File: src/rtl/simmem_mem_responder.sv
// Simulated memory responder: registered request/response FIFOs,
// fixed-latency read bursts and write-beat counting against the address length.
module simmem_fifo #(
    parameter int Width = 8,
    parameter int Depth = 4
) (
    input  logic             clk_i,
    input  logic             rst_i,
    input  logic             push_i,
    input  logic [Width-1:0] data_i,
    input  logic             pop_i,
    output logic [Width-1:0] data_o,
    output logic             empty_o,
    output logic             full_o
);
    localparam int AW = $clog2(Depth);

    logic [Width-1:0] mem_q [Depth];
    logic [Width-1:0] mem_d [Depth];
    logic [AW:0]      wr_q, wr_d;
    logic [AW:0]      rd_q, rd_d;

    assign empty_o = (wr_q == rd_q);
    assign full_o  = (wr_q[AW] != rd_q[AW]) &&
                     (wr_q[AW-1:0] == rd_q[AW-1:0]);
    assign data_o  = mem_q[rd_q[AW-1:0]];

    // Flags come from registered pointers, so a pop never frees a slot
    // for a push in the same cycle.
    always_comb begin
        mem_d = mem_q;
        wr_d  = wr_q;
        rd_d  = rd_q;
        if (push_i && !full_o) begin
            mem_d[wr_q[AW-1:0]] = data_i;
            wr_d = wr_q + (AW+1)'(1);
        end
        if (pop_i && !empty_o) begin
            rd_d = rd_q + (AW+1)'(1);
        end
    end

    always_ff @(posedge clk_i) begin
        if (rst_i) begin
            wr_q <= '0;
            rd_q <= '0;
        end else begin
            wr_q <= wr_d;
            rd_q <= rd_d;
        end
    end

    always_ff @(posedge clk_i) begin
        mem_q <= mem_d;
    end
endmodule

module simmem_mem_responder #(
    parameter int IdWidth       = 4,
    parameter int BurstLenWidth = 4,
    parameter int DataWidth     = 32,
    parameter int QueueDepth    = 4,
    parameter int ReadLatency   = 2
) (
    input  logic                     clk_i,
    input  logic                     rst_i,
    input  logic                     raddr_valid_i,
    output logic                     raddr_ready_o,
    input  logic [IdWidth-1:0]       raddr_id_i,
    input  logic [BurstLenWidth-1:0] raddr_burst_len_i,
    input  logic                     waddr_valid_i,
    output logic                     waddr_ready_o,
    input  logic [IdWidth-1:0]       waddr_id_i,
    input  logic [BurstLenWidth-1:0] waddr_burst_len_i,
    input  logic                     wdata_valid_i,
    output logic                     wdata_ready_o,
    input  logic                     wdata_last_i,
    output logic                     rdata_valid_o,
    input  logic                     rdata_ready_i,
    output logic [IdWidth-1:0]       rdata_id_o,
    output logic [DataWidth-1:0]     rdata_data_o,
    output logic                     rdata_last_o,
    output logic                     wresp_valid_o,
    input  logic                     wresp_ready_i,
    output logic [IdWidth-1:0]       wresp_id_o,
    output logic                     wlast_err_o
);
    localparam int AddrW = IdWidth + BurstLenWidth;
    localparam logic [7:0] DelayInit = 8'(ReadLatency);

    typedef enum logic [1:0] {
        R_IDLE,
        R_WAIT,
        R_BURST
    } rstate_e;

    logic [AddrW-1:0]         raddr_head;
    logic                     raddr_empty, raddr_full;
    logic                     rd_pop;
    logic [AddrW-1:0]         waddr_head;
    logic                     waddr_empty, waddr_full;
    logic                     w_pop;
    logic [IdWidth-1:0]       wresp_head;
    logic                     wresp_empty, wresp_full;
    logic                     b_push;

    rstate_e                  state_q, state_d;
    logic [IdWidth-1:0]       rid_q, rid_d;
    logic [BurstLenWidth-1:0] rlen_q, rlen_d;
    logic [BurstLenWidth-1:0] beat_q, beat_d;
    logic [7:0]               delay_q, delay_d;
    logic [BurstLenWidth-1:0] wcnt_q, wcnt_d;
    logic                     werr_q, werr_d;

    logic [IdWidth-1:0]       whead_id;
    logic [BurstLenWidth-1:0] whead_len;
    logic                     wd_hs, wd_match;

    simmem_fifo #(.Width(AddrW), .Depth(QueueDepth)) u_raddr (
        .clk_i   (clk_i),
        .rst_i   (rst_i),
        .push_i  (raddr_valid_i),
        .data_i  ({raddr_id_i, raddr_burst_len_i}),
        .pop_i   (rd_pop),
        .data_o  (raddr_head),
        .empty_o (raddr_empty),
        .full_o  (raddr_full)
    );

    simmem_fifo #(.Width(AddrW), .Depth(QueueDepth)) u_waddr (
        .clk_i   (clk_i),
        .rst_i   (rst_i),
        .push_i  (waddr_valid_i),
        .data_i  ({waddr_id_i, waddr_burst_len_i}),
        .pop_i   (w_pop),
        .data_o  (waddr_head),
        .empty_o (waddr_empty),
        .full_o  (waddr_full)
    );

    simmem_fifo #(.Width(IdWidth), .Depth(QueueDepth)) u_wresp (
        .clk_i   (clk_i),
        .rst_i   (rst_i),
        .push_i  (b_push),
        .data_i  (whead_id),
        .pop_i   (wresp_valid_o && wresp_ready_i),
        .data_o  (wresp_head),
        .empty_o (wresp_empty),
        .full_o  (wresp_full)
    );

    assign raddr_ready_o = !raddr_full;
    assign waddr_ready_o = !waddr_full;

    always_comb begin
        state_d       = state_q;
        rid_d         = rid_q;
        rlen_d        = rlen_q;
        beat_d        = beat_q;
        delay_d       = delay_q;
        rd_pop        = 1'b0;
        rdata_valid_o = 1'b0;
        rdata_id_o    = '0;
        rdata_data_o  = '0;
        rdata_last_o  = 1'b0;
        unique case (state_q)
            R_IDLE: begin
                if (!raddr_empty) begin
                    rd_pop          = 1'b1;
                    {rid_d, rlen_d} = raddr_head;
                    beat_d          = '0;
                    delay_d         = DelayInit;
                    state_d = (ReadLatency > 0) ? R_WAIT : R_BURST;
                end
            end
            R_WAIT: begin
                if (delay_q <= 8'd1) begin
                    state_d = R_BURST;
                end else begin
                    delay_d = delay_q - 8'd1;
                end
            end
            R_BURST: begin
                rdata_valid_o = 1'b1;
                rdata_id_o    = rid_q;
                rdata_data_o  = DataWidth'({rid_q, beat_q});
                rdata_last_o  = (beat_q == rlen_q);
                if (rdata_ready_i) begin
                    if (rdata_last_o) begin
                        state_d = R_IDLE;
                    end else begin
                        beat_d = beat_q + BurstLenWidth'(1);
                    end
                end
            end
            default: state_d = R_IDLE;
        endcase
    end

    assign {whead_id, whead_len} = waddr_head;
    assign wdata_ready_o = !waddr_empty && !wresp_full;
    assign wd_hs         = wdata_valid_i && wdata_ready_o;
    assign wd_match      = (wcnt_q == whead_len);

    // Burst boundaries follow the address length; wdata_last_i only
    // feeds the sticky mismatch flag.
    always_comb begin
        wcnt_d = wcnt_q;
        werr_d = werr_q;
        w_pop  = 1'b0;
        b_push = 1'b0;
        if (wd_hs) begin
            if (wdata_last_i != wd_match) begin
                werr_d = 1'b1;
            end
            if (wd_match) begin
                w_pop  = 1'b1;
                b_push = 1'b1;
                wcnt_d = '0;
            end else begin
                wcnt_d = wcnt_q + BurstLenWidth'(1);
            end
        end
    end

    assign wresp_valid_o = !wresp_empty;
    assign wresp_id_o    = wresp_valid_o ? wresp_head : '0;
    assign wlast_err_o   = werr_q;

    always_ff @(posedge clk_i) begin
        if (rst_i) begin
            state_q <= R_IDLE;
            rid_q   <= '0;
            rlen_q  <= '0;
            beat_q  <= '0;
            delay_q <= '0;
            wcnt_q  <= '0;
            werr_q  <= 1'b0;
        end else begin
            state_q <= state_d;
            rid_q   <= rid_d;
            rlen_q  <= rlen_d;
            beat_q  <= beat_d;
            delay_q <= delay_d;
            wcnt_q  <= wcnt_d;
            werr_q  <= werr_d;
        end
    end
endmodule

File: config.mk
export PLATFORM = sky130hd
export DESIGN_NAME = simmem_mem_responder
export DESIGN_NICKNAME = d
export VERILOG_FILES = /design/src/rtl/simmem_mem_responder.sv
export SDC_FILE = /design/constraint.sdc
export NUM_CORES = 1
export LEC_CHECK = 0
export CAP_MARGIN = 20
export CORE_MARGIN = 10
export CORE_UTILIZATION = 37
export CTS_CLUSTER_DIAMETER = 200
export DETAILED_ROUTE_END_ITERATION = 16
export GPL_TIMING_DRIVEN = 0
export PLACE_DENSITY_LB_ADDON = 0.15
export SYNTH_ARGS = -nofsm -noshare
export SYNTH_HDL_FRONTEND = slang
export SYNTH_SLANG_ARGS = --single-unit
File: constraint.sdc
create_clock -name clk_i -period 5.1 [get_ports clk_i]
set_input_delay 1.02 -clock clk_i [delete_from_list [all_inputs] [get_ports clk_i]]
set_output_delay 1.02 -clock clk_i [all_outputs]
set_load 0.1 [all_outputs]
# == Word level (Yosys, flattened, before mapping) ==
# Cells that the tools add are included.
# word_totals
ram_bits,0
n_memories,0
rom_bits,0
input_bits,24
latchBits,0
reg_bits,125
out_inout_bits,47
# classes
multipliers,0
n_bitwise,7
addsub,9
div,0
shift,0
muxes,40
n_lt_le_gt_ge,10
reduce_logical,29
eq_ne,20
# op_table
cell,count
8-bit two-way mux,9
32-bit bitwise mux,2
4-bit two-way mux,9
8-bit binary-select mux with 2-bit select,2
8-bit demux with 2-bit select,2
3-bit by 1-bit adder with 3-bit output (second input constant),6
3-bit >= comparator (second input constant),6
2-bit inverter with 3-bit output,6
16-bit bitwise mux,1
8-bit case mux with 2 select lines,1
1-bit logical AND,15
2-bit != test (second input constant),6
3-bit equality test,3
3-bit by 1-bit less-than comparator with 1-bit output (second input constant),3
4-bit by 1-bit adder with 4-bit output (second input constant),2
4-bit binary-select mux with 2-bit select,1
4-bit demux with 2-bit select,1
4-bit equality test,2
8-bit by 1-bit <= comparator with 1-bit output (second input constant),1
2-bit two-way mux,4
4-bit case mux with 2 select lines,1
4-bit AND reduction,2
8-bit by 1-bit subtractor with 8-bit output (second input constant),1
2-bit equality test,3
other kinds (11),26

# == Longest topological paths before layout ==
# depth
depth_word,8
mapped_depth,7
mapped_depth_nobuf,7

# == Cells and area by module ==
# Synthesis repeated with hierarchy kept, for this count alone.
# unflattened
cells_unflattened,516
hier_area_um2,6278.5
# modules_own_cells
module,area_per_inst_um2,cells_per_inst,n_inst
simmem_fifo (u_raddr ...),1717.9,110,2
simmem_mem_responder,1679.1,207,1
simmem_fifo (u_wresp),1163.6,89,1

# == Least setup slack after synthesis ==
# No wires, ideal clock.
# synth_path
path_kind,register to output
start,register state_q[0]
end,output port rdata_id_o[0]
arrival_ns,2.509
path_slack_ns,1.571
stages_incl_launch_ff,5
path_cell_list,dfxtp_1 -> nand2b_1 -> inv_1 -> and2_1 -> buf_4
# synth_via
elab_chain_len,2
# synth_rtl
element,line_no,text
from (decl),107,"rstate_e state_q, state_d;"
from (signal assigned),240,state_q <= state_d;
2-bit equality test,166,unique case (state_q)
4-bit two-way mux,166,
to (decl),80,"output logic [IdWidth-1:0] rdata_id_o,"
# Every way passes these cells.

# == Final worst setup path ==
# layout_path
start,register state_q[1]
end,output port rdata_id_o[1]
# The elaborated chain is that of the path after synthesis.

==> results.tsv <==
stage	metric	value	unit
critical_path	ff2ff_path_depth	7	
die	core	0.01509	mm2
min_path	holdPathStages	1	
status	outcome	finished clean	
timing	fin_crit_sh	74.04	%
min_path	hold_path_class	flip-flop to flip-flop	
critical_path	start_kind	flip-flop	
synthesis	yosysUniqueCellTypes	43	
cts	cts_tree	built	
detailed_routing	dr.pass1.iters	4	
global_routing	grt_pass1_vias	3425	
place	place.gp.congestion	0.7284	
pwr	seqPwrFrac	38.3	%
global_routing	grt.overflow.total	0	
cts	cts_buffer_depth	2	
cts	worstSkewPairLatency	0.41	ns
timing	tightest_slew	0.9976	ns
pwr	combPwrFrac	25.4	%
cts	cts_setup_buffers	0	
cts	cts_buffers	17	
synthesis	yosysWarningCount	0	
place	dpl.hpwl	7796	um
die	dieArea	0.02065	mm2
synthesis	muxShareOfSynthArea	10.94	%
die	rows	45	
critical_path	cp_top_family	buffers and inverters	
timing	slew_headroom	33.28	%
detailed_routing	routed_wirelength	11010	um
synthesis	synth_top_family_by_area	simple AND/OR/NAND/NOR gates	
timing	skew	0.008018	ns
synthesis	synthSimpleGateAreaFrac	11.51	%
die	initial_utilization	37.53	%
critical_path	max_stage_delay	1.12	ns
final_layout	final_nets	557	
die	fp.dieW	143.7	um
global_routing	grt_pass1_wl	17840	um
critical_path	cp_cell_sequence	nand2b_1, inv_1, and2_1, buf_4, clkdlybuf4s50_1	
timing	fmax	264.8	MHz
synthesis	post_synth.cell_area_avg	13.29	um2
flow_run	maxCapViolCount	0	
synthesis	ys_ff_latch	125	
final_layout	n_fill_cell	1351	
cts	path_clk_slew	0.05	ns
pwr	switching_power	0.9772	mW
cts	root_buffer	clkbuf_16	
timing	whs	0.4735	ns
detailed_routing	drtIter0Drc	179	
critical_path	crit_fanout	10	
global_routing	antenna_found_initial	0	
die	io_pins	71	
synthesis	syn_inst	426	
timing	maxSlewViolCount	0	
synthesis	synth_edf_count	80	
synthesis	synthFlopType	edfxtp_1	
cts	htreeDepth	4	
global_routing	grt_max_degree	17	
pwr	clockPowerShare	36.3	%
critical_path	critPathKind	flip-flop to primary output	
synthesis	synth_area_leaders	edfxtp_1, dfxtp_1, mux4_2	
synthesis	synth-compound-area-share	3.491	%
cts	cts.sinks	125	
final_layout	mostFrequentLayoutCell	edfxtp_1	
synthesis	syn_area	0.005663	mm2
critical_path	worst-path-buf-inv	3	
pwr	vdd_drop_max	0.2564	mV
synthesis	synth-xor-area-share	5.259	%
critical_path	cp.depth	5	
final_layout	drive_gt1_share	17.08	%
synthesis	yosysTopAreaCell	edfxtp_1	
final_layout	antenna_cells	0	
pwr	power_leakage	2.667	nW
synthesis	async_flop_share	0	%
synthesis	yosysTopAreaCellShare	42.42	%
timing	grt_setup_unrepaired	false	
detailed_routing	vias_per_cell	4.723	
critical_path	cp.required	4.08	ns
pwr	p_per_area	462.6	mW/mm2
timing	setup_viol	0	
timing	layout_min_cycle_time	3.776	ns
cts	cts_resized	0	
pwr	switching_share	30.05	%
place	numPortBuffers	45	
timing	hold_viol	0	
pwr	power	3.252	mW
die	floorplan.die.height	143.7	um
global_routing	grt_usage	11.30	%
detailed_routing	ant_nets	0	
synthesis	yosysSeqAreaShare	58.33	%
critical_path	crit_slowest_cell	clkdlybuf4s50_1	
final_layout	layout_common_cells	edfxtp_1, dfxtp_1, clkdlybuf4s50_1, nor2_1, buf_4	
detailed_routing	drc	0	
detailed_routing	vias	3377	
final_layout	syn_to_final_growth	24.13	%
synthesis	synth_adder_area_share	4.198	%
detailed_routing	wl_per_cell	15.40	um
critical_path	endpoint_kind	primary output	
critical_path	crit_arrival	2.76	ns
timing	fin_setup_tns	0	ns
cts	ctsHoldBuffers	0	
pwr	p_int	2.274	mW
==> registers in the layout, summed over array words and instances (netlist names) <==
name,cells
u_raddr.wr_q,3
u_wresp.rd_q,3
u_waddr.mem_q,32
rlen_q,4
wcnt_q,4
state_q,2
beat_q,4
u_waddr.rd_q,3
u_waddr.wr_q,3
u_wresp.wr_q,3
rid_q,4
u_raddr.mem_q,32
wlast_err_o,1
delay_q,8
u_raddr.rd_q,3
u_wresp.mem_q,16
==> synth_stat cells (10+ instances only) <==
| cell type | instances |
|---|---|
| a21oi_1 | 10 |
| and2_1 | 25 |
| buf_4 | 28 |
| dfxtp_1 | 45 |
| edfxtp_1 | 80 |
| ha_1 | 19 |
| inv_1 | 19 |
| mux2i_1 | 12 |
| mux4_2 | 19 |
| nand2_1 | 10 |
| nand3_1 | 13 |
| nor2_1 | 42 |
| xnor2_1 | 23 |
| xor2_1 | 11 |
==> cell type report <==
class	count	area (um2)	area share (%)
Buffer	41	280.3	3.987
Clock buffer	25	496.7	7.067
Clock inverter	7	87.58	1.246
Inverter	19	71.32	1.015
Multi-Input combinational cell	264	2095	29.80
Sequential cell	125	3303	46.99
Tap cell	188	235.2	3.346
Timing Repair Buffer	46	460.4	6.550
==> layer usage <==
| layer | GRT usage, % | share of wire [%] | up-vias | wire length, um |
|---|---|---|---|---|
| met5 | 0 | 0 | - | 0 |
| met4 | 4.675 | 1.3 | 0 | 141 |
| met3 | 4.455 | 7.2 | 16 | 791 |
| li1 | - | - | 1665 | - |
| met1 | 13.40 | 44 | 1604 | 4825 |
| met2 | 17.92 | 48 | 92 | 5251 |
==> per-stage QoR <==
step | util (%) | cells | instance area [um2] | setup WS [ns]
2_1_floorplan | - | 449 | 5749 | 1.571
3_3_place_gp | 42.65 | 682 | 6435 | 1.737
4_1_cts | 46.58 | 715 | 7029 | 1.279
5_1_grt | 46.58 | 715 | 7029 | 1.183
6_report | 46.58 | 715 | 7029 | 1.324
3_5_place_dp | 42.71 | 683 | 6445 | 1.736
==> power by group through the flow <==
stage,sequential (mW),clock [mW],combinational (mW)
global route,1.26,1.26,0.913
global placement,1.26,0,0.812
CTS,1.25,1.21,0.837
detailed placement,1.27,0,0.833
finish,1.25,1.18,0.826
floorplan,1.25,0,0.664
==> final timing paths <==
kind              slack [ns]                          to                    startpoint
setup / recovery        1.32               rdata_id_o[1]       state_q[1]$_SDFFE_PP0P_
hold / removal          0.47    wlast_err_o$_SDFFE_PP0P_      wlast_err_o$_SDFFE_PP0P_
setup reg to reg        2.64  u_wresp.mem_q[7]$_DFFE_PP_  u_waddr.rd_q[0]$_SDFFE_PP0P_
hold reg to reg         0.47    wlast_err_o$_SDFFE_PP0P_      wlast_err_o$_SDFFE_PP0P_
==> cells by family (layout without fill, tap and decap cells) <==
kind of cell	count (synthesis)	count (layout)
AOI/OAI and AO/OA	30	30
xor gates and xnor gates	34	34
adders and majority gates	19	19
buffers and inverters	60	138
DFF	125	125
muxes	36	36
other	1	24
and+or+nand+nor	121	121
(Power assumes the default switching activity.)
